$ cat src/rtl/uart_tx_engine.sv
// uart_tx_engine: UART transmit shift engine. Serialises one byte (5..8 data
// bits, optional parity, 1 or 2 stop bits) onto txd, pacing each bit with
// OVERSAMPLE ticks of bclk_tx and requesting those ticks via tx_bclk_en.
// Optional feature: define UART_TX_BREAK_EN to add the brk_req line-break input.
module uart_tx_engine #(
  parameter int OVERSAMPLE = 16
) (
  input  logic       pclk,
  input  logic       presetn,
  input  logic [7:0] tx_data,
  input  logic       tx_valid,
  output logic       tx_ready,
  input  logic [1:0] cfg_dbits,
  input  logic       cfg_par_en,
  input  logic       cfg_par_odd,
  input  logic       cfg_stop2,
  input  logic       bclk_tx,
`ifdef UART_TX_BREAK_EN
  input  logic       brk_req,
`endif
  output logic       tx_bclk_en,
  output logic       txd,
  output logic       tx_busy,
  output logic       tx_done
);

  localparam int TW = $clog2(OVERSAMPLE);
  localparam logic [TW-1:0] TICK_LAST = TW'(OVERSAMPLE - 1);

  typedef enum logic [2:0] {
    IDLE,
    START,
    DATA,
    PARITY,
    STOP
  } state_t;

  state_t          state;
  logic [TW-1:0]   tick_cnt;
  logic [2:0]      bit_cnt;
  logic [2:0]      last_bit;
  logic [7:0]      shreg;
  logic            par_en_q;
  logic            stop2_q;
  logic            par_bit_q;
  logic            stop_cnt;
`ifdef UART_TX_BREAK_EN
  logic            brk_active;
`endif

  logic [7:0]      data_mask;
  logic            par_calc;
  logic            bit_end;

  // Mask off the unused upper data bits so parity covers only transmitted bits
  always_comb begin
    data_mask = 8'hFF;
    case (cfg_dbits)
      2'd0:    data_mask = 8'h1F;
      2'd1:    data_mask = 8'h3F;
      2'd2:    data_mask = 8'h7F;
      default: data_mask = 8'hFF;
    endcase
  end

  assign par_calc = (^(tx_data & data_mask)) ^ cfg_par_odd;
  assign bit_end  = bclk_tx && (tick_cnt == TICK_LAST);

  // Frame sequencer: tick counting, shifting and all registered outputs
  always_ff @(posedge pclk or negedge presetn) begin
    if (!presetn) begin
      state      <= IDLE;
      txd        <= 1'b1;
      tx_bclk_en <= 1'b0;
      tx_ready   <= 1'b1;
      tx_busy    <= 1'b0;
      tx_done    <= 1'b0;
      tick_cnt   <= '0;
      bit_cnt    <= '0;
      last_bit   <= '0;
      shreg      <= '0;
      par_en_q   <= 1'b0;
      stop2_q    <= 1'b0;
      par_bit_q  <= 1'b0;
      stop_cnt   <= 1'b0;
`ifdef UART_TX_BREAK_EN
      brk_active <= 1'b0;
`endif
    end else begin
      tx_done <= 1'b0;
      if (state != IDLE && bclk_tx) begin
        tick_cnt <= bit_end ? '0 : tick_cnt + 1'b1;
      end
      case (state)
        IDLE: begin
          if (tx_valid && tx_ready) begin
            shreg      <= tx_data;
            last_bit   <= {1'b0, cfg_dbits} + 3'd4;
            par_en_q   <= cfg_par_en;
            stop2_q    <= cfg_stop2;
            par_bit_q  <= par_calc;
            state      <= START;
            txd        <= 1'b0;
            tx_bclk_en <= 1'b1;
            tx_ready   <= 1'b0;
            tx_busy    <= 1'b1;
          end
`ifdef UART_TX_BREAK_EN
          else if (brk_req) begin
            txd        <= 1'b0;
            tx_ready   <= 1'b0;
            brk_active <= 1'b1;
          end else if (brk_active) begin
            txd        <= 1'b1;
            brk_active <= 1'b0;
          end else begin
            txd      <= 1'b1;
            tx_ready <= 1'b1;
          end
`endif
        end
        START: begin
          if (bit_end) begin
            state   <= DATA;
            txd     <= shreg[0];
            shreg   <= {1'b0, shreg[7:1]};
            bit_cnt <= '0;
          end
        end
        DATA: begin
          if (bit_end) begin
            if (bit_cnt == last_bit) begin
              stop_cnt <= 1'b0;
              if (par_en_q) begin
                state <= PARITY;
                txd   <= par_bit_q;
              end else begin
                state <= STOP;
                txd   <= 1'b1;
              end
            end else begin
              txd     <= shreg[0];
              shreg   <= {1'b0, shreg[7:1]};
              bit_cnt <= bit_cnt + 1'b1;
            end
          end
        end
        PARITY: begin
          if (bit_end) begin
            state    <= STOP;
            txd      <= 1'b1;
            stop_cnt <= 1'b0;
          end
        end
        STOP: begin
          if (bit_end) begin
            if (stop2_q && !stop_cnt) begin
              stop_cnt <= 1'b1;
            end else begin
              state      <= IDLE;
              tx_bclk_en <= 1'b0;
              tx_done    <= 1'b1;
              tx_ready   <= 1'b1;
              tx_busy    <= 1'b0;
            end
          end
        end
        default: begin
          state <= IDLE;
          txd   <= 1'b1;
        end
      endcase
    end
  end

endmodule

$ cat config.mk
export PLATFORM = sky130hd
export DESIGN_NAME = uart_tx_engine
export DESIGN_NICKNAME = d
export VERILOG_FILES = /design/src/rtl/uart_tx_engine.sv
export SDC_FILE = /design/constraint.sdc
export NUM_CORES = 1
export LEC_CHECK = 0
export ABC_AREA = 1
export CORE_MARGIN = 5
export CORE_UTILIZATION = 49
export DETAILED_ROUTE_END_ITERATION = 16
export DONT_BUFFER_PORTS = 1
export PLACE_DENSITY_LB_ADDON = 0.12
export SYNTH_ARGS = -nofsm -noshare
export SYNTH_HDL_FRONTEND = slang
export SYNTH_SLANG_ARGS = --single-unit
$ cat constraint.sdc
create_clock -name pclk -period 1.9 [get_ports pclk]
set_input_delay 0.475 -clock pclk [delete_from_list [all_inputs] [get_ports pclk]]
set_output_delay 0.475 -clock pclk [all_outputs]
set_load 0.01 [all_outputs]
* After elaboration in Yosys (flattened, before gate mapping)
Cells that the tools add are included.
** Cells by class
- Add/sub/neg operators :: 3
- $mul :: 0
- Divide/modulo/power cells :: 0
- Magnitude comparators :: 0
- Equal/unequal tests :: 17
- Shift operators :: 0
- Mux-type cells :: 43
- Bitwise logic cells :: 3
- Reduce and logical (&&, ||, !) cells :: 20
** Operators by type and width (count)
- one-hot mux 8 bit (3 select lines) :: 2
- 2-to-1 mux 3 bit :: 11
- 2-to-1 mux 8 bit :: 4
- 2-to-1 mux 1 bit :: 19
- inequality test 2 bit, second input constant :: 9
- one-hot mux 3 bit (5 select lines) :: 1
- AND reduction 5 bit :: 2
- nonzero test 3 bit :: 3
- bitwise AND 8 bit :: 1
- AND reduction 4 bit :: 2
- parity 8 bit :: 1
- AND reduction 7 bit :: 1
- equality test 3 x 2 -> 1 bit, second input constant :: 2
- one-hot mux 3 bit (2 select lines) :: 1
- AND reduction 6 bit :: 1
- one-hot mux 1 bit (5 select lines) :: 1
- adder 4 x 1 -> 4 bit, second input constant :: 1
- equality test 4 bit, second input constant :: 1
- logical AND 1 bit :: 4
- 2-to-1 mux 4 bit :: 1
- one-hot mux 1 bit (2 select lines) :: 2
- nonzero test 2 bit :: 2
- adder 2 x 3 -> 3 bit, second input constant :: 1
- adder 3 x 1 -> 3 bit, second input constant :: 1
- 12 further kinds :: 12
** Storage, ports and cells
- Register bits :: 29
- Latch bits :: 0
- Memory bits (writable) :: 0
- Bits in read-only memories :: 0
- Input bits :: 17
- Word-level logic and storage cells :: 99
- Memories :: 0

* Depth between registers and ports, before layout
Gate-level depths: netlist (run 1).
- Word-level depth :: 5
- Mapped depth :: 11

* Least setup slack after synthesis (run 1)
No wires, ideal clock.
- Path type :: register -> register
- Start point :: register tick_cnt[0]
- End point :: register shreg[4]
- Library setup time :: 0.121 ns
- Data arrival time :: 1.292 ns
- Path slack :: 0.487 ns
- Cell stages (with the launch flop) :: 10
- Period minus slack after synthesis :: 1.413 ns
- Cells stage by stage :: dfrtp_1 ha_1 nand3_1 nor2_2 a21oi_1 nor2_4 nand2_4 buf_6 nand2_1 o21ai_2
** Between the ends
- Longest elaborated chain between the ends :: 4
- Elaborated cells on any way between the ends :: 5
- Those cells by class :: eq/ne: 3; reduce/logical: 2
** Ends and longest elaborated chain
- from (decl) :: RTL line 39 : logic [TW-1:0] tick_cnt;
- from (signal assigned) :: RTL line 92 : tick_cnt <= bit_end ? '0 : tick_cnt + 1'b1;
- equality test 4 bit (*) :: RTL line 67 : assign bit_end = bclk_tx && (tick_cnt == TICK_LAST);
- logical AND 1 bit (*) :: RTL line 67
- inequality test 2 bit (no source line)
- AND reduction 5 bit (no source line) (*)
- to (signal assigned) :: RTL line 97 : shreg <= tx_data;
- to (signal assigned) :: RTL line 126 : shreg <= {1'b0, shreg[7:1]};
- to (signal assigned) :: RTL line 143 : shreg <= {1'b0, shreg[7:1]};
- to (decl) :: RTL line 42 : logic [7:0] shreg;
Every way passes the cells marked *; elsewhere a longest branch is shown, timed or not.
A chain may end at the register's enable or synchronous reset.

* Worst setup path after layout (run 1)
- Start point :: register state[0]
- End point :: register tx_busy
** Between the ends
- Longest elaborated chain between the ends :: 3
- Elaborated cells on any way between the ends :: 8
- Those cells by class :: eq/ne: 4; mux: 1; reduce/logical: 3
** Ends and longest elaborated chain
- from (decl) :: RTL line 38 : state_t state;
- from (signal assigned) :: RTL line 72 : state <= IDLE;
- from (signal assigned) :: RTL line 102 : state <= START;
- from (signal assigned) :: RTL line 124 : state <= DATA;
- equality test 3 bit or logical NOT 3 bit (tied branches) :: RTL line 94 : case (state)
- inequality test 2 bit (no source line) or nonzero test 2 bit (tied branches)
- AND reduction 4 bit (no source line)
- to (signal assigned) :: RTL line 76 : tx_busy <= 1'b0;
- to (signal assigned) :: RTL line 106 : tx_busy <= 1'b1;
- to (signal assigned) :: RTL line 164 : tx_busy <= 1'b0;
- to (decl) :: RTL line 23 : output logic tx_busy,
Parallel ways exist; a longest one is shown, timed or not.

==> impl_metrics.yaml, run 1 <==
final_layout:
  multi_input_area_sq_um: 862.1
  fill_cells: 333
  synthToLayoutAreaGrowth_pct: 7.798
  drive_gt1_share_pct: 13.99
  regArea_sq_um: 728.2
  antenna_cells: 0
  final_net_count: 261
global_routing:
  grt_pass1_vias: 1264
  grt-ovfl-total: 0
  grt_max_degree: 30
  antenna_found_initial: 0
  grt_pass1_wl_um: 5823
  grt_usage_pct: 15.07
die:
  die_area_sq_um: 4826
  rows: 21
  die_width_um: 69.47
  dieHeight_um: 69.47
  coreArea_sq_um: 3390
  ioPinCount: 22
  start_util_pct: 51.13
drt:
  drc: 0
  vias_per_cell: 4.848
  totalWireLength_um: 3304
  vias: 1401
  ant_nets: 0
  wl_per_cell_um: 11.43
  first_iter_violations: 48
  firstDrtPassIters: 5
synthesis:
  synth_common_cells: "88 x nand2_1, 27 x dfrtp_1, 25 x inv_1"
  netlist_instances: 235
  syn-cell-area_sq_um: 1733
  yosys.area.top_type: "dfrtp_1"
  synth_compound_area_share_pct: 11.77
  synth_fa_ha_area_share_pct: 1.444
  yosysUniqueCellTypes: 28
  synthXorXnorAreaFrac_pct: 2.022
  seq_area_frac_synth_pct: 42.02
  synthArstFlopShare_pct: 100.0
  yosysWarnings: 0
  synth_mux_area_share_pct: 0
  syn_nets: 254
  synthSimpleGateAreaFrac_pct: 34.51
  yosysTopAreaCellShare_pct: 38.99
  synth-seq-cells: 29
  synth_edf_count: 0
  yosysMostFrequentCell: "nand2_1"
  synth-main-ff-cell: "dfrtp_1"
  synth_top_family_by_area: "simple AND/OR/NAND/NOR gates"
  synth.top_cells.by_area: "dfrtp_1 39%, nand2_1 19%, inv_1 5.4%, o21ai_0 4.6%, nand3_1 4.0%"
  syn_avg_cell_area_sq_um: 7.374
timing:
  rsz0062_at_grt: "no"
  slew_violations: 0
  period_share_pct: 83.01
  finalHoldViolCount: 0
  skew_ps: 13.43
  fmax_mhz: 634.1
  worstMarginPinSlew_ps: 351.3
  slew_headroom_pct: 76.58
  tns_ps: 0
  setup_viol: 0
  min_period_ps: 1577
critical_path:
  crit_arrival_ps: 1790
  critPathKind: "register to register"
  start_kind: "register"
  worstPathRequired_ps: 2120
  worstPathMaxFanout: 8
  reg2reg_slack_ps: 320
  reg2reg_to: "tx_busy"
  crit_family: "flip-flops"
  rr_worst_depth: 5
  r2r-start: "state[0]"
  path_buf_inv: 0
  endpoint_kind: "register"
  worst_path_max_delay_cell: "dfrtp_1"
  path_cells: "nor3_2 > o21ai_1 > a21oi_1 > nand2_1 > o21a_1"
  max_stage_delay_ps: 510
clock_network:
  clk_pin_slew_worst_paths_ps: 90
  cts_tree: "done"
  cts_setup_buffers: 0
  clock_sinks: 29
  cts_max_level: 2
  insertion_delay_ps: 330
  root_buffer: "clkbuf_4"
  cts_buffers: 5
  ctsResizeCount: 0
  clock_path_buffers: 2
placed_design:
  io_buffer_count: 0
  place.gp.congestion: 0.7998
  dp_hpwl_um: 2537
job:
  max_cap_viol_count: 0
worst_hold_path:
  worst_hold_path.num_cells: 2
  hold-path-endpoint: "par_en_q"
  min_path_type: "input port to register"
  hp-start: "cfg_par_en"
pwr:
  p_total_mw: 1.117
  peakVddDrop_uv: 409.6
  power_per_cell_area_nw_per_um2: 597.8
  p_leak_nw: 0.9498
outcome:
  status: "finished clean"
-- layer usage --
metal	up-vias	track usage, %	share of wire [%]
met3	5	4.783	2.7
met5	-	0	0
li1	752	-	-
met1	631	20.07	50
met4	0	5.857	1.8
met2	13	22.67	45
-- repair_timing --
item	in CTS	in global routing
endpoints found under the setup margin	0	0
hold buffers	2	0
endpoints found under the hold margin	29	0
-- cell families after synthesis --
group | after synthesis
DFF | 29
and+or+nand+nor | 131
buffers and inverters | 32
AOI/OAI and AO/OA | 37
xor gates and xnor gates | 4
adders and majority gates | 2
-- how the worst max path moves through the flow --
stage / start / endpoint / slack [ps] / cells past startpoint
floorplan: tick_cnt[0] / shreg[4] / 490 / 9
finish: state[0] / tx_busy / 320 / 5
CTS: state[0] / tx_busy / 330 / 5
global route: state[0] / tx_busy / 190 / 5
detailed placement: state[0] / tx_busy / 350 / 5
global placement: state[0] / tx_busy / 340 / 5
-- area by class of cell --
class                   count  share of cell area (%)
clock buffers               7                   3.483
inverters                  28                   5.626
well taps                  46                   3.081
clock inverters             1                  0.2679
multi-input cells         174                   46.15
repair buffers              4                   2.411
flip-flops and latches     29                   38.98
-- layout by cell type (no fill, tap or decap), types with 4 or more instances in the layout --
master,n
a21oi_1,8
clkbuf_4,5
dfrtp_1,27
inv_1,25
nand2_1,88
nand2_2,4
nand3_1,14
nor2_1,11
o21ai_0,16
o21ai_1,7
-- power by group --
part / total (mW) / switching [mW] / leakage, nW / internal (mW)
clock: 0.427 / 0.212 / 0.0413 / 0.214
combinational: 0.0689 / 0.0435 / 0.535 / 0.0254
sequential: 0.621 / 0.00230 / 0.374 / 0.619
-- sequential cells by signal, indices dropped and copies added, names as in the netlist, 3 cells and up --
| register | count |
|---|---|
| bit_cnt | 3 |
| last_bit | 3 |
| shreg | 8 |
| state | 3 |
| tick_cnt | 4 |
-- metrics by stage --
stage	worst slack [ps]	area (sq um)	utilization, %	std cells	hold WS (ps)
after floorplan	487.1	1733	-	235	179.4
final	322.9	1868	55.11	289	275.2
after global placement	344.7	1768	52.16	279	180.1
after detailed placement	348.9	1768	52.16	279	180.1
after CTS	332.0	1868	55.11	289	258.5
after global routing	185.7	1868	55.11	289	263.9
No activity file was read; power rests on OpenSTA's default activity.
==> inputs of run 2 (changes only) <==
==> constraint.sdc (replaced) <==
create_clock -name pclk -period 1.3 [get_ports pclk]
set_input_delay 0.325 -clock pclk [delete_from_list [all_inputs] [get_ports pclk]]
set_output_delay 0.325 -clock pclk [all_outputs]
set_load 0.01 [all_outputs]
==> impl_metrics.yaml, run 2 (synthesized netlist as in run 1, its figures left out) <==
outcome:
  status: "complete, but fails checks"
  violations: "setup timing"
timing:
  timing.final.ws_setup_ps: -125.5
  setup_viol: 25
  min_period_ps: 1425
  tns_ps: -1771
  skew_ps: 3.465
  fmax_mhz: 701.5
  whs_ps: 114.7
  worstMarginPinSlew_ps: 278.9
  period_share_pct: 109.7
  finalHoldViolCount: 0
  rsz0062_at_grt: "yes"
  slew_violations: 0
  slew_headroom_pct: 81.34
final_layout:
  largest_register_ffs: 8
  drive_gt1_share_pct: 37.46
  final_net_count: 301
  largest_register: "shreg"
  final_cells: 329
  antenna_cells: 0
  layout_commonest_cell: "nand2_1"
  top_regs: "shreg (8), tick_cnt (4)"
  final_cell_mix: "77 x nand2_1, 35 x buf_4, 24 x dfrtp_1"
  synthToLayoutAreaGrowth_pct: 38.27
placed_design:
  dp_cells: 305
  place.gp.congestion: 0.7915
  io_buffer_count: 0
  dp_slack_ps: -121.0
  dp_hpwl_um: 2720
global_routing:
  grt_pass1_vias: 1575
  antenna_found_initial: 0
  grt_usage_pct: 17.53
  grt-ovfl-total: 0
  grt_pass1_wl_um: 6775
  grt_max_degree: 30
die:
  die_area_sq_um: 4826
  ioPinCount: 22
  rows: 21
  dieHeight_um: 69.47
  start_util_pct: 51.13
  coreArea_sq_um: 3390
  die_width_um: 69.47
critical_path:
  crit_arrival_ps: 1630
  crit_family: "simple AND/OR/NAND/NOR gates"
  path_buf_inv: 1
  reg2reg_to: "last_bit[0]"
  worst_path_max_delay_cell: "dfrtp_2"
  max_stage_delay_ps: 490
  worstPathRequired_ps: 1510
  reg2reg_slack_ps: -130
  start_kind: "register"
  endpoint_kind: "register"
  rr_worst_depth: 6
  worstPathMaxFanout: 6
  path_cells: "nor2_4 > nand2_4 > nor2_1 > inv_1 > nand2_1 > o21ai_0"
  critPathKind: "register to register"
  r2r-start: "state[1]"
drt:
  firstDrtPassIters: 4
  vias_per_cell: 4.872
  totalWireLength_um: 4231
  vias: 1603
  drc: 0
  first_iter_violations: 51
  wl_per_cell_um: 12.86
  ant_nets: 0
clock_network:
  clock_sinks: 29
  cts_tree: "done"
  cts_max_level: 2
  clk_pin_slew_worst_paths_ps: 90
  root_buffer: "clkbuf_4"
  insertion_delay_ps: 330
  cts_buffers: 5
  clock_path_buffers: 2
worst_hold_path:
  min_path_type: "input port to register"
  hold-path-endpoint: "par_en_q"
  worst_hold_path.num_cells: 2
  hp-start: "cfg_par_en"
pwr:
  peakVddDrop_uv: 622.6
  p_leak_nw: 1.162
  power_per_cell_area_nw_per_um2: 663.5
job:
  max_cap_viol_count: 0
run 2: cell types whose count changed in the layout (fill, tap and decap cells not counted), sizes merged:
cell and change:
clkbuf +1, clkinv -1, buf +40
run 2: metal layers:
| layer | global-route usage (%) | part of all wire (%) | wire, um | up-vias |
|---|---|---|---|---|
| li1 | - | - | - | 837 |
| met1 | 20.71 | 44 | 1880 | 738 |
| met2 | 29.24 | 51 | 2139 | 24 |
| met3 | 5.652 | 3.5 | 150 | 4 |
| met4 | 7.158 | 1.4 | 59 | 0 |
| met5 | 0 | 0 | 0 | - |
run 2: area by class of cell:
class,instances,area (sq um)
Inverter,28,112.6
Clock buffer,8,58.81
Fill cell,276,993.5
Sequential cell,29,732.0
Tap cell,46,57.56
Timing Repair Buffer,44,380.4
Multi-Input combinational cell,174,1055
run 2: power by group:
part	internal, mW	leakage [nW]	switching, mW	total [mW]
clock	0.266	0.0326	0.307	0.573
combinational	0.0417	0.761	0.0658	0.107
sequential	0.905	0.369	0.00441	0.909
total	1.21	1.16	0.377	1.59
run 2: through the flow:
stage	power [mW]	utilization [%]	area (sq um)
after floorplan	0.9902	-	1759
after global routing	1.669	70.69	2396
after CTS	1.607	64.45	2185
after detailed placement	1.001	58.69	1989
after global placement	0.9985	58.69	1989
final	1.590	70.69	2396
run 2: worst reg2reg max path, delay by kind of cell (launching register included):
family	cells	cell delay [ps]
AND/OR/NAND/NOR	4	570
flip-flops	1	490
buffers and inverters	1	160
AO/OA/AOI/OAI	1	80
run 2: worst max-delay path by stage:
stage	slack, ps	start	to	depth (start not counted)
after floorplan	-110	tick_cnt[1]	shreg[4]	9
after global placement	-130	tick_cnt[0]	state[1]	8
after detailed placement	-120	tick_cnt[0]	shreg[0]	8
after CTS	-80	tick_cnt[1]	state[2]	8
after global routing	-190	tick_cnt[1]	shreg[1]	8
final	-130	state[1]	last_bit[0]	6
run 2: timing repair:
item,in CTS,in global routing
resized for setup,18,42
hold buffers,2,0
endpoints found under the hold margin,29,0
pin swaps,10,22
gates cloned,0,0
endpoints found under the setup margin,22,27
setup buffers,6,12
==> inputs of run 3 (changes only) <==
--- a/config.mk
+++ b/config.mk
@@ -5,7 +5,6 @@
 export SDC_FILE = /design/constraint.sdc
 export NUM_CORES = 1
 export LEC_CHECK = 0
-export ABC_AREA = 1
 export CORE_MARGIN = 5
 export CORE_UTILIZATION = 49
 export DETAILED_ROUTE_END_ITERATION = 16
==> impl_metrics.yaml, run 3 <==
outcome:
  status: "complete, but fails checks"
  violations: "setup timing"
die:
  die_area_sq_um: 4542
  coreArea_sq_um: 3103
  dieHeight_um: 67.40
  ioPinCount: 22
  die_width_um: 67.40
  rows: 20
  start_util_pct: 52.02
worst_hold_path:
  worst_hold_path.num_cells: 2
  min_path_type: "input port to register"
  hp-start: "tx_data[7]"
  hold-path-endpoint: "shreg[7]"
final_layout:
  antenna_cells: 0
  final_net_count: 222
  synthToLayoutAreaGrowth_pct: 51.40
  largest_register: "shreg"
  drive_gt1_share_pct: 56.86
  final_cells: 248
  layout_commonest_cell: "buf_4"
  final_core_util_pct: 78.75
  top_regs: "shreg (8), tick_cnt (4)"
  final_cell_mix: "41 x buf_4, 25 x dfrtp_1, 11 x mux2_2"
  largest_register_ffs: 8
drt:
  wl_per_cell_um: 17.49
  vias: 1354
  drc: 0
  firstDrtPassIters: 4
  vias_per_cell: 5.460
  totalWireLength_um: 4338
  ant_nets: 0
  first_iter_violations: 54
clock_network:
  clk_pin_slew_worst_paths_ps: 90
  clock_path_buffers: 2
  cts_tree: "done"
  cts_max_level: 2
  root_buffer: "clkbuf_4"
  clock_sinks: 29
  cts_buffers: 5
  insertion_delay_ps: 340
critical_path:
  start_kind: "register"
  reg2reg_to: "shreg[6]"
  path_cells: "and4bb_4 > o21ba_4 > a21oi_4 > buf_12 > mux2_4"
  reg2reg_slack_ps: -380
  worst_path_max_delay_cell: "dfrtp_2"
  endpoint_kind: "register"
  critPathKind: "register to register"
  max_stage_delay_ps: 460
  crit_arrival_ps: 1900
  rr_worst_depth: 5
  worstPathRequired_ps: 1520
  worstPathMaxFanout: 8
  r2r-start: "state[1]"
timing:
  rsz0062_at_grt: "yes"
  slew_violations: 0
  timing.final.ws_setup_ps: -383.3
  slew_headroom_pct: 77.81
  whs_ps: 108.2
  fmax_mhz: 594.1
  skew_ps: 11.72
  min_period_ps: 1683
  tns_ps: -7991
  setup_viol: 29
  finalHoldViolCount: 0
  worstMarginPinSlew_ps: 330.1
  period_share_pct: 129.5
synthesis:
  netlist_instances: 148
  synth_fa_ha_area_share_pct: 1.550
  synth_compound_area_share_pct: 14.96
  yosysUniqueCellTypes: 44
  synth.top_cells.by_area: "dfrtp_1 42%, mux2_2 15%, dfstp_2 3.3%, o21ai_0 3.1%, a21oi_1 2.8%"
  yosysWarnings: 0
  yosysMostFrequentCell: "dfrtp_1"
  synthArstFlopShare_pct: 100.0
  synthSimpleGateAreaFrac_pct: 13.26
  synthXorXnorAreaFrac_pct: 6.279
  synth-main-ff-cell: "dfrtp_1"
  synth_common_cells: "27 x dfrtp_1, 21 x mux2_2, 10 x o21ai_0"
  syn_nets: 167
  synth-seq-cells: 29
  syn-cell-area_sq_um: 1614
  synth_edf_count: 0
  yosys.area.top_type: "dfrtp_1"
  yosysTopAreaCellShare_pct: 41.86
  synth_top_family_by_area: "multiplexers"
  synth_mux_area_share_pct: 15.27
  syn_avg_cell_area_sq_um: 10.91
  seq_area_frac_synth_pct: 45.12
pwr:
  p_sw_share_pct: 22.62
  pwr-share-comb_pct: 6.0
  peakVddDrop_uv: 504.9
  cellInternalPower_mw: 1.224
  p_leak_nw: 1.134
  power.share.clock_pct: 37.0
  seqPwrFrac_pct: 57.0
  power_per_cell_area_nw_per_um2: 647.1
  p_sw_mw: 0.3577
placed_design:
  io_buffer_count: 0
  dp_hpwl_um: 2674
  dp_slack_ps: -491.5
  dp_cells: 216
  place.gp.congestion: 0.8064
global_routing:
  grt_pass1_wl_um: 6872
  antenna_found_initial: 0
  grt-ovfl-total: 0
  grt_usage_pct: 20.94
  grt_max_degree: 30
  grt_pass1_vias: 1517
job:
  max_cap_viol_count: 0
[run 3: final cells by class]
type / instances / area, sq um
Sequential cell: 29 / 730.7
Multi-Input combinational cell: 107 / 1095
Fill cell: 217 / 659.4
Tap cell: 44 / 55.05
Timing Repair Buffer: 55 / 485.5
Inverter: 5 / 18.77
Clock buffer: 8 / 58.81
[run 3: metrics by stage]
stage / instance area, sq um / power, mW
2_1_floorplan: 1712 / 0.9798
3_3_place_gp: 1949 / 0.9864
3_5_place_dp: 1949 / 0.9872
4_1_cts: 2322 / 1.593
5_1_grt: 2444 / 1.640
6_report: 2444 / 1.581
[run 3: logic make-up (layout without fill, tap and decap cells)]
group,count (synthesis),count (layout)
xor gates and xnor gates,10,10
adders and majority gates,2,2
AOI/OAI and AO/OA,35,36
DFF,29,29
buffers and inverters,13,68
muxes,22,22
and+or+nand+nor,37,37
[run 3: timing repair]
action / in CTS / in global routing
endpoints found under the setup margin: 29 / 30
pin swaps: 13 / 10
gates cloned: 1 / 0
hold buffers: 2 / 0
setup buffers: 14 / 8
hold endpoints to repair: 29 / 0
resized for setup: 38 / 13
[run 3: critical path: cells and delay by family (launching register included)]
kind,cells,cell delay [ps]
AOI/OAI and AO/OA,2,300
DFF,1,460
and+or+nand+nor,1,350
muxes,1,290
buffers and inverters,1,150
[run 3: layer usage]
layer	part of all wire [%]	vias to the layer above	global-route usage (%)
li1	-	643	-
met1	39	666	22.08
met2	54	35	37.79
met3	5.1	10	6.822
met4	2.4	0	9.114
met5	0	-	0
[run 3: power by group through the flow]
stage / sequential (mW) / clock [mW] / combinational (mW)
global placement: 0.919 / 0 / 0.0670
floorplan: 0.919 / 0 / 0.0603
global route: 0.902 / 0.633 / 0.106
detailed placement: 0.919 / 0 / 0.0678
CTS: 0.902 / 0.594 / 0.0975
finish: 0.902 / 0.585 / 0.0951
[run 3: how the worst max path moves through the flow]
stage / from / endpoint / cells past startpoint
finish: state[1] / shreg[6] / 5
global route: tick_cnt[0] / shreg[6] / 6
CTS: state[1] / shreg[6] / 5
detailed placement: tick_cnt[0] / shreg[2] / 5
global placement: state[0] / last_bit[0] / 5
floorplan: tick_cnt[0] / shreg[0] / 6
==> edit 1 (flow settings as in run 2) <==
Add a define of `UART_TX_BREAK_EN`.
--- a/src/rtl/uart_tx_engine.sv
+++ b/src/rtl/uart_tx_engine.sv
@@ -2,6 +2,8 @@
 // bits, optional parity, 1 or 2 stop bits) onto txd, pacing each bit with
 // OVERSAMPLE ticks of bclk_tx and requesting those ticks via tx_bclk_en.
 // Optional feature: define UART_TX_BREAK_EN to add the brk_req line-break input.
+`define UART_TX_BREAK_EN
+
 module uart_tx_engine #(
   parameter int OVERSAMPLE = 16
 ) (
Ports: changed (added brk_req); port bits go from 22 to 23. No check against the original RTL was run, so the function may have changed too.
==> edit 1 against run 2 <==
  * The flow still finishes with violations (negative setup slack)
  * Routed wire length rose by 9.2%
  * Synthesized area rose by 0.94%
  * Sequential cell count rose by 1
  * Cell area rose by 5.1%
  * Worst setup slack got worse by 0.12 ns
  * Critical path type unchanged
  * Largest cell class unchanged
Power is left out: it rests on default switching activity, and per cell area and clock period it moved more than threefold.
==> edit 1: results (changes against run 2) <==
place:
  dpl.cell_count: 304  # was 305
  gp_congestion: 0.867  # was 0.792
  dp_hpwl_um: 2840  # was 2720 µm
routing:
  first_iter_violations: 104  # was 51
  drt-met1-wl_um: 1950  # was 1880 µm
  wl_met2_um: 2330  # was 2140 µm
  wl_um: 4620  # was 4230 µm
  vias_per_cell: 5.22  # was 4.87
critical_path:
  cp.arrival_ns: 1.78  # was 1.63 ns
  reg2regPathDepth: 9  # was 6
  crit_fanout: 4  # was 6
  criticalPathCategory: "reg2reg"  # unchanged
cts:
  postCtsResizedCells: 39  # was 18
  clock_latency_ns: 0.35  # was 0.33 ns
yosys:
  synth_compound_gate_area_share_pct: 13.5  # was 11.8%
  yosysSeqAreaShare_pct: 43.1  # was 42.0%
  synth-xor-area-share_pct: 3.51  # was 2.02%
  synth_fa_ha_area_share_pct: 1.43  # was 1.44%
  synthDistinctLibCells: 29  # was 28
  syn_inst: 227  # was 235
  synth_flop_cell: "dfrtp_1"  # unchanged
  yosys-top-cells-area: "dfrtp_1, nand2_1, inv_1"  # unchanged
  synth_mux_area_share_pct: 0.644  # was 0%
  synth_nets: 247  # was 254
status:
  status: "finished, violations left"  # unchanged
  violations: "negative setup slack"  # unchanged
layout:
  stdcell_count: 328  # was 329
  num-fill-cells: 226  # was 276
global_route:
  grt_use_total_pct: 19.2  # was 17.5%
  grt_start_max_net_pins: 31  # was 30
  grt_pass1_wl_um: 7530  # was 6780 µm
timing:
  skew_ns: 0.00865  # was 0.00346 ns
  slew_headroom_pct: 78.8  # was 81.3%
  layout_setup_ws_ns: -0.247  # was -0.125 ns
  setup-violations-final: 30  # was 25
worst_hold_path:
  min_from: "cfg_stop2"  # was cfg_par_en
[edit 1: final timing paths]
kind,endpoint,slack (ns)
max reg2reg,tick_cnt[3],-0.25
max in group asynchronous,tx_ready,0.64
min reg2reg,shreg[6],0.49
min,stop2_q,0.09
min in group asynchronous,stop2_q,0.41
max,tick_cnt[3],-0.25
[edit 1: final cells by class]
cell class,count,area (µm²),share of cell area (%)
clock buffer,8,58.8,2.34
inverter,36,143,5.67
multi-input combinational,159,1040,41.3
sequential,30,756,30.0
tap,46,57.6,2.29
timing repair buffer,49,464,18.4
[edit 1: cell families (layout without fill, tap and decap cells)]
group | Yosys count | in the layout
simple gates | 108 | 109
mux | 1 | 1
flops | 30 | 30
buf+inv | 39 | 93
compound gates | 40 | 40
fa+ha+maj | 2 | 2
xor+xnor | 7 | 7
[edit 1: routing by layer]
layer / GRT usage [%] / vias up
met1: 24.8 / 826
met4: 7.02 / 0
met3: 4.78 / 16
li1: - / 833
met5: 0 / -
met2: 31.3 / 38
[edit 1: critical path, delay by kind of cell, from the launching register on]
family / cells / cell delay [ns]
simple gates: 5 / 0.69
flops: 1 / 0.42
buf+inv: 3 / 0.28
compound gates: 1 / 0.06
[edit 1: metrics by stage]
| stage | setup TNS, ns | hold WS [ns] | util (%) | instance area (µm²) | setup slack [ns] |
|---|---|---|---|---|---|
| final | -4.10 | 0.0863 | 74.3 | 2520 | -0.247 |
| after floorplan | -1.21 | 0.0294 | - | 1760 | -0.147 |
| after global placement | -2.92 | 0.0302 | 60.4 | 2050 | -0.181 |
| after detailed placement | -4.10 | 0.0301 | 60.4 | 2050 | -0.248 |
| after global routing | -7.06 | 0.0773 | 74.3 | 2520 | -0.377 |
| after CTS | -2.84 | 0.0892 | 68.9 | 2340 | -0.184 |
==> edit 2 (settings of run 2) <==
Made on the original files. Make the reset (`presetn`) synchronous in one clocked block.
--- a/src/rtl/uart_tx_engine.sv
+++ b/src/rtl/uart_tx_engine.sv
@@ -67,7 +67,7 @@
   assign bit_end  = bclk_tx && (tick_cnt == TICK_LAST);
 
   // Frame sequencer: tick counting, shifting and all registered outputs
-  always_ff @(posedge pclk or negedge presetn) begin
+  always_ff @(posedge pclk) begin
     if (!presetn) begin
       state      <= IDLE;
       txd        <= 1'b1;
Behaviour: differs if presetn is asserted again (counterexample within 4 cycles, from zero or initial values and one cycle with presetn low); with presetn held inactive, the same outputs for 10 cycles.
==> edit 2 against run 2 <==
  * Die area up 3.1%
  * Critical path depth rose by 4
  * Clock skew is essentially flat
  * Routed wire length grew 8.5%
  * Worst setup slack worse by 0.0030 ns
  * Cell area grew 2.4%
  * Sequential cell count unchanged
  * Synthesized area rose by 3.7%
  * The run still ends with negative setup slack left
Power is left out: it rests on default switching activity, and per cell area and clock period it moved more than threefold.
==> edit 2: results (changes against run 2) <==
cts:
  clock_latency_ns: 0.28  # was 0.33 ns
  clock_path_buffers: 2  # unchanged
  cts.clk_slew.worst_paths_ns: 0.06  # was 0.09 ns
  cts_root_buf: "clkbuf_8"  # was clkbuf_4
routing:
  vias: 1908  # was 1603
  postRouteAntennaNets: 0  # unchanged
  wl_per_cell_um: 11.7  # was 12.9 µm
  first_iter_violations: 95  # was 51
status:
  violations: "negative setup slack"  # unchanged
  status: "finished, violations left"  # unchanged
yosys:
  syn_area_per_cell_um2: 5.95  # was 7.37 µm²
  yosys-top-cells-area: "dfxtp_1, nand2_1, inv_1"  # was dfrtp_1, nand2_1, inv_1
  synth_common_cells: "nand2_1, inv_1, nor2_1"  # was nand2_1, dfrtp_1, inv_1
  yosysSeqAreaShare_pct: 32.3  # was 42.0%
  synth_nets: 321  # was 254
  ys_warn_count: 0  # unchanged
  synthDistinctLibCells: 25  # was 28
  async_reset_ff_share_pct: 0  # was 100%
  synth_flop_cell: "dfxtp_1"  # was dfrtp_1
critical_path:
  r2r_start: "state[0]"  # was state[1]
  reg2regPathDepth: 10  # was 6
  r2r_end: "state[1]"  # was last_bit[0]
  cpPeakStageDelay_ns: 0.38  # was 0.49 ns
  cp_slowest_cell: "dfxtp_4"  # was dfrtp_2
  crit_fanout: 6  # unchanged
  cp.arrival_ns: 1.64
global_route:
  grt_start_max_net_pins: 16  # was 30
  met1_usage_pct: 22.7  # was 20.7%
  use_met3_pct: 5.26  # was 5.65%
  grt_pass1_vias: 1863  # was 1575
  grt_util_met2_pct: 33.4  # was 29.2%
  grt_use_total_pct: 19.1  # was 17.5%
  grt_pass1_wl_um: 7800  # was 6780 µm
layout:
  antennaDiodeCount: 0  # unchanged
  num-fill-cells: 315  # was 276
  drive_gt1_share_pct: 30.5  # was 37.5%
  stdcell_count: 392  # was 329
  final_nets: 363  # was 301
place:
  io_buffers: 0  # unchanged
  dpl.cell_count: 379  # was 305
  dp_hpwl_um: 3270  # was 2720 µm
  place_area_mm2: 0.00212  # was 0.00199 mm²
  gp_congestion: 0.934  # was 0.792
timing:
  setup-violations-final: 17  # was 25
  layout_setup_ws_ns: -0.128  # was -0.125 ns
  worst_slew_pin_slew_ns: 0.563  # was 0.279 ns
  fin_setup_tns_ns: -1.04  # was -1.77 ns
  skew_ns: 0.00312  # was 0.00346 ns
  holdWs_ns: 0.153  # was 0.115 ns
worst_hold_path:
  hold-path-endpoint: "last_bit[0]"  # was par_en_q
  min_from: "presetn"  # was cfg_par_en
  holdPathStages: 2  # unchanged
-- edit 2: layer usage --
layer / share of wire (%) / up-vias
met1: 44 / 833
met5: 0 / -
li1: - / 1030
met4: 1.4 / 0
met2: 50 / 38
met3: 4.6 / 7
-- edit 2: worst register-to-register path, stage by stage (launching register included) --
cell	delay, ns
dfxtp_4	0.38
nor2_1	0.17
nand2_2	0.09
nor2_1	0.17
inv_1	0.08
nand2_2	0.08
nor2_4	0.05
buf_6	0.11
nand3_1	0.10
nand2_1	0.07
nor2_1	0.09
-- edit 2: timing repair --
item / in CTS / in global routing
hold endpoints to repair: 0 / 0
buffers inserted: 4 / 2
resized for setup: 30 / 38
pin swaps: 14 / 12
endpoints found under the setup margin: 26 / 27
-- edit 2: area by class of cell --
type / instances / area [µm²] / area share [%]
Inverter: 45 / 181 / 7.39
Timing Repair Buffer: 40 / 330 / 13.5
Tap cell: 48 / 60.1 / 2.45
Clock buffer: 7 / 86.3 / 3.52
Sequential cell: 29 / 601 / 24.5
Multi-Input combinational cell: 223 / 1190 / 48.7
-- edit 2: kinds of logic after synthesis --
kind of cell,synth area share [%]
fa+ha+maj,1.39
simple gates,42.4
xor+xnor,0.488
buf+inv,10.9
compound gates,12.5
flops,32.3
-- edit 2: how the worst max path moves through the flow --
stage	depth (start not counted)	endpoint	start
2_1_floorplan	9	state[0]	tick_cnt[1]
3_3_place_gp	9	state[2]	tick_cnt[1]
3_5_place_dp	9	shreg[3]	state[0]
4_1_cts	9	state[2]	tick_cnt[0]
5_1_grt	10	state[2]	state[0]
6_report	10	state[1]	state[0]
